**src/rtl/tap_sequence_decoder.sv**
```systemverilog
// Groups press pulses separated by at most GAP_CYCLES edges into one burst and
// reports the tap count of each completed burst with a one-cycle strobe.
module tap_sequence_decoder #(
  parameter int GAP_CYCLES = 50,
  parameter int CNT_W      = 3,
  parameter int MAX_TAPS   = 7
) (
  input  logic             clk,
  input  logic             reset,
  input  logic             press,
  input  logic             clear,
  output logic [CNT_W-1:0] tap_count,
  output logic             tap_valid,
  output logic             busy
);

  localparam int TMR_W = (GAP_CYCLES > 1) ? $clog2(GAP_CYCLES) : 1;
  localparam logic [TMR_W-1:0] TMR_LAST = TMR_W'(GAP_CYCLES - 1);
  localparam logic [CNT_W-1:0] CNT_MAX  = CNT_W'(MAX_TAPS);
  localparam logic [CNT_W-1:0] CNT_ONE  = CNT_W'(1);

  typedef enum logic [1:0] {IDLE, COUNT, EMIT} state_t;

  state_t           state, state_nx;
  logic [CNT_W-1:0] cnt, cnt_nx;
  logic [TMR_W-1:0] tmr, tmr_nx;
  logic [CNT_W-1:0] tap_count_nx;
  logic             tap_valid_nx;
  logic             busy_nx;

  function automatic logic [CNT_W-1:0] sat_inc(input logic [CNT_W-1:0] v);
    return (v >= CNT_MAX) ? CNT_MAX : v + CNT_ONE;
  endfunction

  always_ff @(posedge clk or negedge reset) begin
    if (!reset) begin
      state     <= IDLE;
      cnt       <= '0;
      tmr       <= '0;
      tap_count <= '0;
      tap_valid <= 1'b0;
      busy      <= 1'b0;
    end else begin
      state     <= state_nx;
      cnt       <= cnt_nx;
      tmr       <= tmr_nx;
      tap_count <= tap_count_nx;
      tap_valid <= tap_valid_nx;
      busy      <= busy_nx;
    end
  end

  always_comb begin
    state_nx     = state;
    cnt_nx       = cnt;
    tmr_nx       = tmr;
    tap_count_nx = tap_count;
    tap_valid_nx = 1'b0;

    case (state)
      IDLE: begin
        if (press) begin
          state_nx = COUNT;
          cnt_nx   = CNT_ONE;
          tmr_nx   = '0;
        end
      end
      COUNT: begin
        // A press always restarts the gap timer, even once the count saturates.
        if (press) begin
          cnt_nx = sat_inc(cnt);
          tmr_nx = '0;
        end else if (tmr == TMR_LAST) begin
          state_nx     = EMIT;
          tap_count_nx = cnt;
          tap_valid_nx = 1'b1;
        end else begin
          tmr_nx = tmr + TMR_W'(1);
        end
      end
      EMIT: begin
        // A press arriving on the strobe cycle opens the next burst.
        if (press) begin
          state_nx = COUNT;
          cnt_nx   = CNT_ONE;
          tmr_nx   = '0;
        end else begin
          state_nx = IDLE;
          cnt_nx   = '0;
          tmr_nx   = '0;
        end
      end
      default: begin
        state_nx = IDLE;
        cnt_nx   = '0;
        tmr_nx   = '0;
      end
    endcase

    if (clear) begin
      state_nx     = IDLE;
      cnt_nx       = '0;
      tmr_nx       = '0;
      tap_count_nx = tap_count;
      tap_valid_nx = 1'b0;
    end

    busy_nx = (state_nx == COUNT);
  end

endmodule

```
**config.mk**
```make
export PLATFORM = sky130hd
export DESIGN_NAME = tap_sequence_decoder
export DESIGN_NICKNAME = d
export VERILOG_FILES = /design/src/rtl/tap_sequence_decoder.sv
export SDC_FILE = /design/constraint.sdc
export NUM_CORES = 1
export LEC_CHECK = 0
export ABC_AREA = 1
export CORE_AREA = 2 2 44 46
export DETAILED_ROUTE_END_ITERATION = 8
export DIE_AREA = 0 0 46 48
export PLACE_DENSITY_LB_ADDON = 0.1
export SLEW_MARGIN = 15
export SYNTH_ARGS = -nofsm -noshare
export SYNTH_HDL_FRONTEND = slang
export SYNTH_SLANG_ARGS = --single-unit
```
**constraint.sdc**
```tcl
create_clock -name clk -period 1.5 [get_ports clk]
set_input_delay 0.45 -clock clk [delete_from_list [all_inputs] [get_ports clk]]
set_output_delay 0.45 -clock clk [all_outputs]
set_load 0.02 [all_outputs]
```
==> flow_metrics.env, run 1 <==
export IMPL_status="completed"
export IMPL_critPathCaptureType="primary output"
export IMPL_synthCells=105
export IMPL_placed_cell_area_um2=1040
export IMPL_stdcell_area_um2=1060
export IMPL_syn_to_final_growth_pct=18.2
export IMPL_syn_area_per_cell_um2=8.52
export IMPL_p_leak_nw=0.550
export IMPL_yosysSeqAreaShare_pct=44.8
export IMPL_maxSlewViolCount=0
export IMPL_yosys_warnings=0
export IMPL_yosysTopAreaCellShare_pct=44.8
export IMPL_setup_tns_ns=0
export IMPL_cts_buffers=3
export IMPL_worstMarginPinSlew_ns=0.245
export IMPL_vias=700
export IMPL_cts_max_level=1
export IMPL_period_share_pct=96.0
export IMPL_hold_slack_ns=0.479
export IMPL_synth_area_leaders="dfrtp_1 45%, nand2_1 11%, inv_1 6.7%"
export IMPL_post_cts_setup_buffers=0
export IMPL_drt_total_wl_um=1640
export IMPL_start_util_pct=53.0
export IMPL_ctsRootBufferMaster="clkbuf_4"
export IMPL_clock_sinks=16
export IMPL_fin_skew_ns=0.00277
export IMPL_fin_crit_ns=1.44
export IMPL_core_area_um2=1690
export IMPL_ioPinCount=9
export IMPL_netlist_area_um2=895
export IMPL_arrival_ns=0.99
export IMPL_grt_pass1_vias=641
export IMPL_synthFlopType="dfrtp_1"
export IMPL_clkTransAtPathRegs_ns=0.08
export IMPL_worst_path_buf_inv=1
export IMPL_cp_cell_sequence="dlygate4sd2_1"
export IMPL_wl_per_cell_um=11.8
export IMPL_worst_path_max_delay_cell="dfrtp_1"
export IMPL_rsz0062_at_grt="no"
export IMPL_ir_worst_vdd_mv=0.522
export IMPL_grt_max_degree=17
export IMPL_synth_edff_count=0
export IMPL_fin_util_pct=62.6
export IMPL_cp_start_kind="flip-flop"
export IMPL_diodes=0
export IMPL_max_stage_delay_ns=0.38
export IMPL_postRouteAntennaNets=0
export IMPL_grt_pass1_wl_um=2730
export IMPL_finalWeightedCongestion=0.909
export IMPL_synthTopCellsByCount="26 x nand2_1, 16 x dfrtp_1, 16 x inv_1"
export IMPL_drt_initial_drc_count=9
export IMPL_routed_via_density=5.04
export IMPL_cts_path_max_buffers=2
export IMPL_track_usage_pct=18.0
export IMPL_drc=0
export IMPL_final_nets=132
export IMPL_die_w_um=46
export IMPL_total_power_mw=0.784
export IMPL_path_class="flip-flop to primary output"
export IMPL_synthDistinctLibCells=23
export IMPL_finalSetupViolations=0
export IMPL_place_hpwl_um=1250
export IMPL_numPortBuffers=8
export IMPL_drive_gt1_share_pct=18.9
export IMPL_grt_ovfl_total=0
export IMPL_hold_viol=0
export IMPL_ys_ff_latch=16
export IMPL_fmax_mhz=694
export IMPL_drv_cap=0
export IMPL_antenna_found_initial=0
export IMPL_row_count=15
export IMPL_drtPass1Iterations=4
export IMPL_yosysMostFrequentCell="nand2_1"
export IMPL_synth_top_cell_by_area="dfrtp_1"
export IMPL_relSlewSlack_pct=83.6
export IMPL_critPathTopFamily="flip-flops"
export IMPL_die_area_um2=2210
export IMPL_powerDensity_nw_per_um2=742
export IMPL_die_h_um=48
export IMPL_cts_tree="yes"
export IMPL_hold_class="primary input to asynchronous set/reset pin"
export IMPL_crit_fanout=2
export IMPL_ys_async_sr_fraction_pct=100
export IMPL_synth_nets=113
export IMPL_worstPathRequired_ns=1.05
export IMPL_insertion_delay_ns=0.29
cell families (layout without fill, tap and decap cells):
family | Yosys count | in the layout | synth area share, %
fa+ha+maj | 4 | 4 | 5.59
buf+inv | 21 | 38 | 8.95
flops | 16 | 16 | 44.8
compound gates | 11 | 11 | 6.57
simple gates | 53 | 53 | 34.1
area by class of cell:
type / count / area, µm²
Inverter: 21 / 80.1
Sequential cell: 16 / 400
Timing Repair Buffer: 14 / 119
Fill cell: 143 / 632
Multi-Input combinational cell: 68 / 414
Tap cell: 17 / 21.3
Clock buffer: 3 / 22.5
worst paths after layout:
path                               from           end  slack (ns)  cells after the start
setup / recovery           tap_count[2]  tap_count[2]        0.06                      1
hold / removal                    reset        cnt[2]        0.48                      2
setup reg to reg                 tmr[0]  tap_count[2]        0.18                      6
hold reg to reg            tap_count[0]  tap_count[0]        0.48                      2
max in group asynchronous         reset        tmr[0]        0.83                      2
min in group clk           tap_count[0]  tap_count[0]        0.48                      2
report_power, final:
part / leakage, nW / total (mW) / switching (mW) / internal (mW)
Clock: 0.0138 / 0.223 / 0.130 / 0.0934
Sequential: 0.219 / 0.454 / 0.0108 / 0.443
Combinational: 0.317 / 0.107 / 0.0656 / 0.0415
Total: 0.550 / 0.784 / 0.206 / 0.578
per-stage QoR:
step	setup WS, ns	cells
finish	0.0598	139
global route	0.0169	139
CTS	0.0470	139
detailed placement	-0.167	136
global placement	-0.107	136
floorplan	0.293	105
cells in the final DEF, fill, tap and decap left out, drive strengths merged, types with 2 or more instances in the layout:
cell type       n
nor2            8
clkbuf          3
nand3           9
inv            20
dfrtp          16
o21ai           9
clkdlybuf4s50   3
nand2          28
dlygate4sd2     5
buf             6
a21oi           2
ha              4
nand4           4
nor3            3
what timing repair did:
action / in CTS / in global routing
hold buffers: 0 / 0
gates resized for setup: 5 / 0
endpoints found under the setup margin: 5 / 0
routing by layer:
metal	global-route usage, %	up-vias	routed length (µm)
met5	0	-	0
met4	10.3	0	41
met3	2.26	5	71
met2	29.4	16	740
met1	23.0	309	788
li1	-	370	-
flip-flops by register name, summed over array words and instances, names as in the netlist:
name and flops:
tmr 6, cnt 3, tap_count 3, state 2, busy 1, tap_valid 1
Note: power is estimated with default switching activity, not from simulation.
==> run 2: changes to the inputs <==
- CTS_CLUSTER_DIAMETER: unset -> 40
- GPL_ROUTABILITY_DRIVEN: unset -> 0
==> results of run 2 <==
No change in the layout: final DEF, timing and power equal those of run 1.
==> run 3: changes to the inputs <==
- CORE_AREA: 2 2 44 46 -> 2 2 40 51
- DIE_AREA: 0 0 46 48 -> 0 0 42 53
==> flow_metrics.env, run 3 (same netlist as run 1, synthesis figures left out) <==
export IMPL_status="completed"
export IMPL_clkTransAtPathRegs_ns=0.10
export IMPL_multiInputGateArea_um2=414
export IMPL_drt_initial_drc_count=12
export IMPL_worst_path_buf_inv=1
export IMPL_grt_max_degree=17
export IMPL_max_stage_delay_ns=0.40
export IMPL_ctsRootBufferMaster="clkbuf_4"
export IMPL_arrival_ns=1.02
export IMPL_core_area_um2=1720
export IMPL_cts_path_max_buffers=2
export IMPL_power_net_switching_mw=0.219
export IMPL_cts_buffers=3
export IMPL_vias=745
export IMPL_powerDensity_nw_per_um2=794
export IMPL_grt_pass1_wl_um=3180
export IMPL_row_count=17
export IMPL_r2r_slack_ns=0.19
export IMPL_postRouteAntennaNets=0
export IMPL_fin_skew_ns=0.00691
export IMPL_drt_total_wl_um=1750
export IMPL_swShare_pct=25.7
export IMPL_numPortBuffers=8
export IMPL_dp_cells=138
export IMPL_worstMarginPinSlew_ns=0.264
export IMPL_drv_cap=0
export IMPL_drtPass1Iterations=4
export IMPL_cts_tree="yes"
export IMPL_maxSlewViolCount=0
export IMPL_die_area_um2=2230
export IMPL_fill_cells=160
export IMPL_final_nets=132
export IMPL_finalSetupViolations=0
export IMPL_clkPwrFrac_pct=34.1
export IMPL_track_usage_pct=19.8
export IMPL_pwr_share_comb_pct=12.6
export IMPL_p_int_mw=0.633
export IMPL_grt_pass1_vias=758
export IMPL_stdcell_area_um2=1070
export IMPL_cp_start_kind="flip-flop"
export IMPL_drive_gt1_share_pct=20.3
export IMPL_fin_crit_ns=1.47
export IMPL_grt_ovfl_total=0
export IMPL_relSlewSlack_pct=82.4
export IMPL_insertion_delay_ns=0.30
export IMPL_final_common_cell="nand2_1"
export IMPL_path_class="flip-flop to primary output"
export IMPL_routed_via_density=5.25
export IMPL_worstPathRequired_ns=1.05
export IMPL_cp_cell_sequence="dlygate4sd2_1"
export IMPL_fmax_mhz=679
export IMPL_setup_tns_ns=0
export IMPL_rsz0062_at_grt="no"
export IMPL_crit_fanout=2
export IMPL_pre_cts_slack_ns=-0.201
export IMPL_worst_path_max_delay_cell="dfrtp_1"
export IMPL_setup_ws_ns=0.0276
export IMPL_ioPinCount=9
export IMPL_period_share_pct=98.2
export IMPL_clock_sinks=16
export IMPL_place_hpwl_um=1390
export IMPL_antenna_found_initial=0
export IMPL_p_seq_share_pct=53.3
export IMPL_top_regs="tmr (6), cnt (3), tap_count (3)"
export IMPL_ir_worst_vdd_mv=0.669
export IMPL_start_util_pct=51.9
export IMPL_syn_to_final_growth_pct=20.0
export IMPL_post_cts_setup_buffers=0
export IMPL_hold_class="primary input to asynchronous set/reset pin"
export IMPL_die_w_um=42
export IMPL_p_leak_nw=0.556
export IMPL_critPathTopFamily="flip-flops"
export IMPL_wl_per_cell_um=12.3
export IMPL_hold_viol=0
export IMPL_diodes=0
export IMPL_critPathCaptureType="primary output"
export IMPL_total_power_mw=0.853
export IMPL_top_register="tmr"
export IMPL_largest_register_ffs=6
export IMPL_r2r_cells=6
export IMPL_final_seq_area_um2=400
export IMPL_final_cell_mix="26 x nand2_1, 16 x dfrtp_1, 15 x inv_1"
export IMPL_placed_cell_area_um2=1040
export IMPL_cts_max_level=1
export IMPL_instances_no_fill=142
export IMPL_die_h_um=53
export IMPL_drc=0
export IMPL_path_depth=1
==> run 3: through the flow <==
step | hold WS [ns] | util, %
3_5_place_dp | 0.476 | 60.6
2_1_floorplan | 0.154 | -
5_1_grt | 0.483 | 62.3
3_3_place_gp | 0.468 | 60.6
4_1_cts | 0.475 | 62.3
6_report | 0.457 | 62.3
==> run 3: worst paths after layout <==
| path | startpoint | to |
|---|---|---|
| worst max-delay path | tap_count[1] | tap_count[1] |
| worst min-delay path | reset | tmr[4] |
| worst max register to register | tmr[0] | tap_count[0] |
| worst min register to register | tap_count[0] | tap_count[0] |
| max in group asynchronous | reset | state[0] |
| min in group clk | tap_count[0] | tap_count[0] |
==> run 3: final cells by class <==
cell class	count	share of cell area, %
clock buffers	4	3.38
inverters	21	7.46
multi-input cells	68	38.6
flip-flops and latches	16	37.3
well taps	19	2.21
repair buffers	14	11.1
==> run 3: repair_timing <==
item / 4_1_cts / 5_1_grt
setup endpoints to repair: 5 / 1
resized for setup: 5 / 1
hold buffers: 0 / 0
gates cloned: 0 / 0
==> run 3: layer usage <==
layer  vias to the layer above  share of wire (%)  GRT usage [%]
li1                        374                  -              -
met1                       344                 40           20.6
met2                        17                 54           36.5
met3                        10                3.0           3.41
met4                         0                3.3           12.9
met5                         -                  0              0
==> run 3: power by group through the flow <==
| stage | sequential (mW) | combinational (mW) | clock [mW] |
|---|---|---|---|
| 6_report | 0.454 | 0.107 | 0.291 |
| 5_1_grt | 0.457 | 0.121 | 0.304 |
| 4_1_cts | 0.455 | 0.108 | 0.293 |
| 3_5_place_dp | 0.463 | 0.108 | 0 |
| 3_3_place_gp | 0.463 | 0.107 | 0 |
| 2_1_floorplan | 0.467 | 0.0512 | 0 |
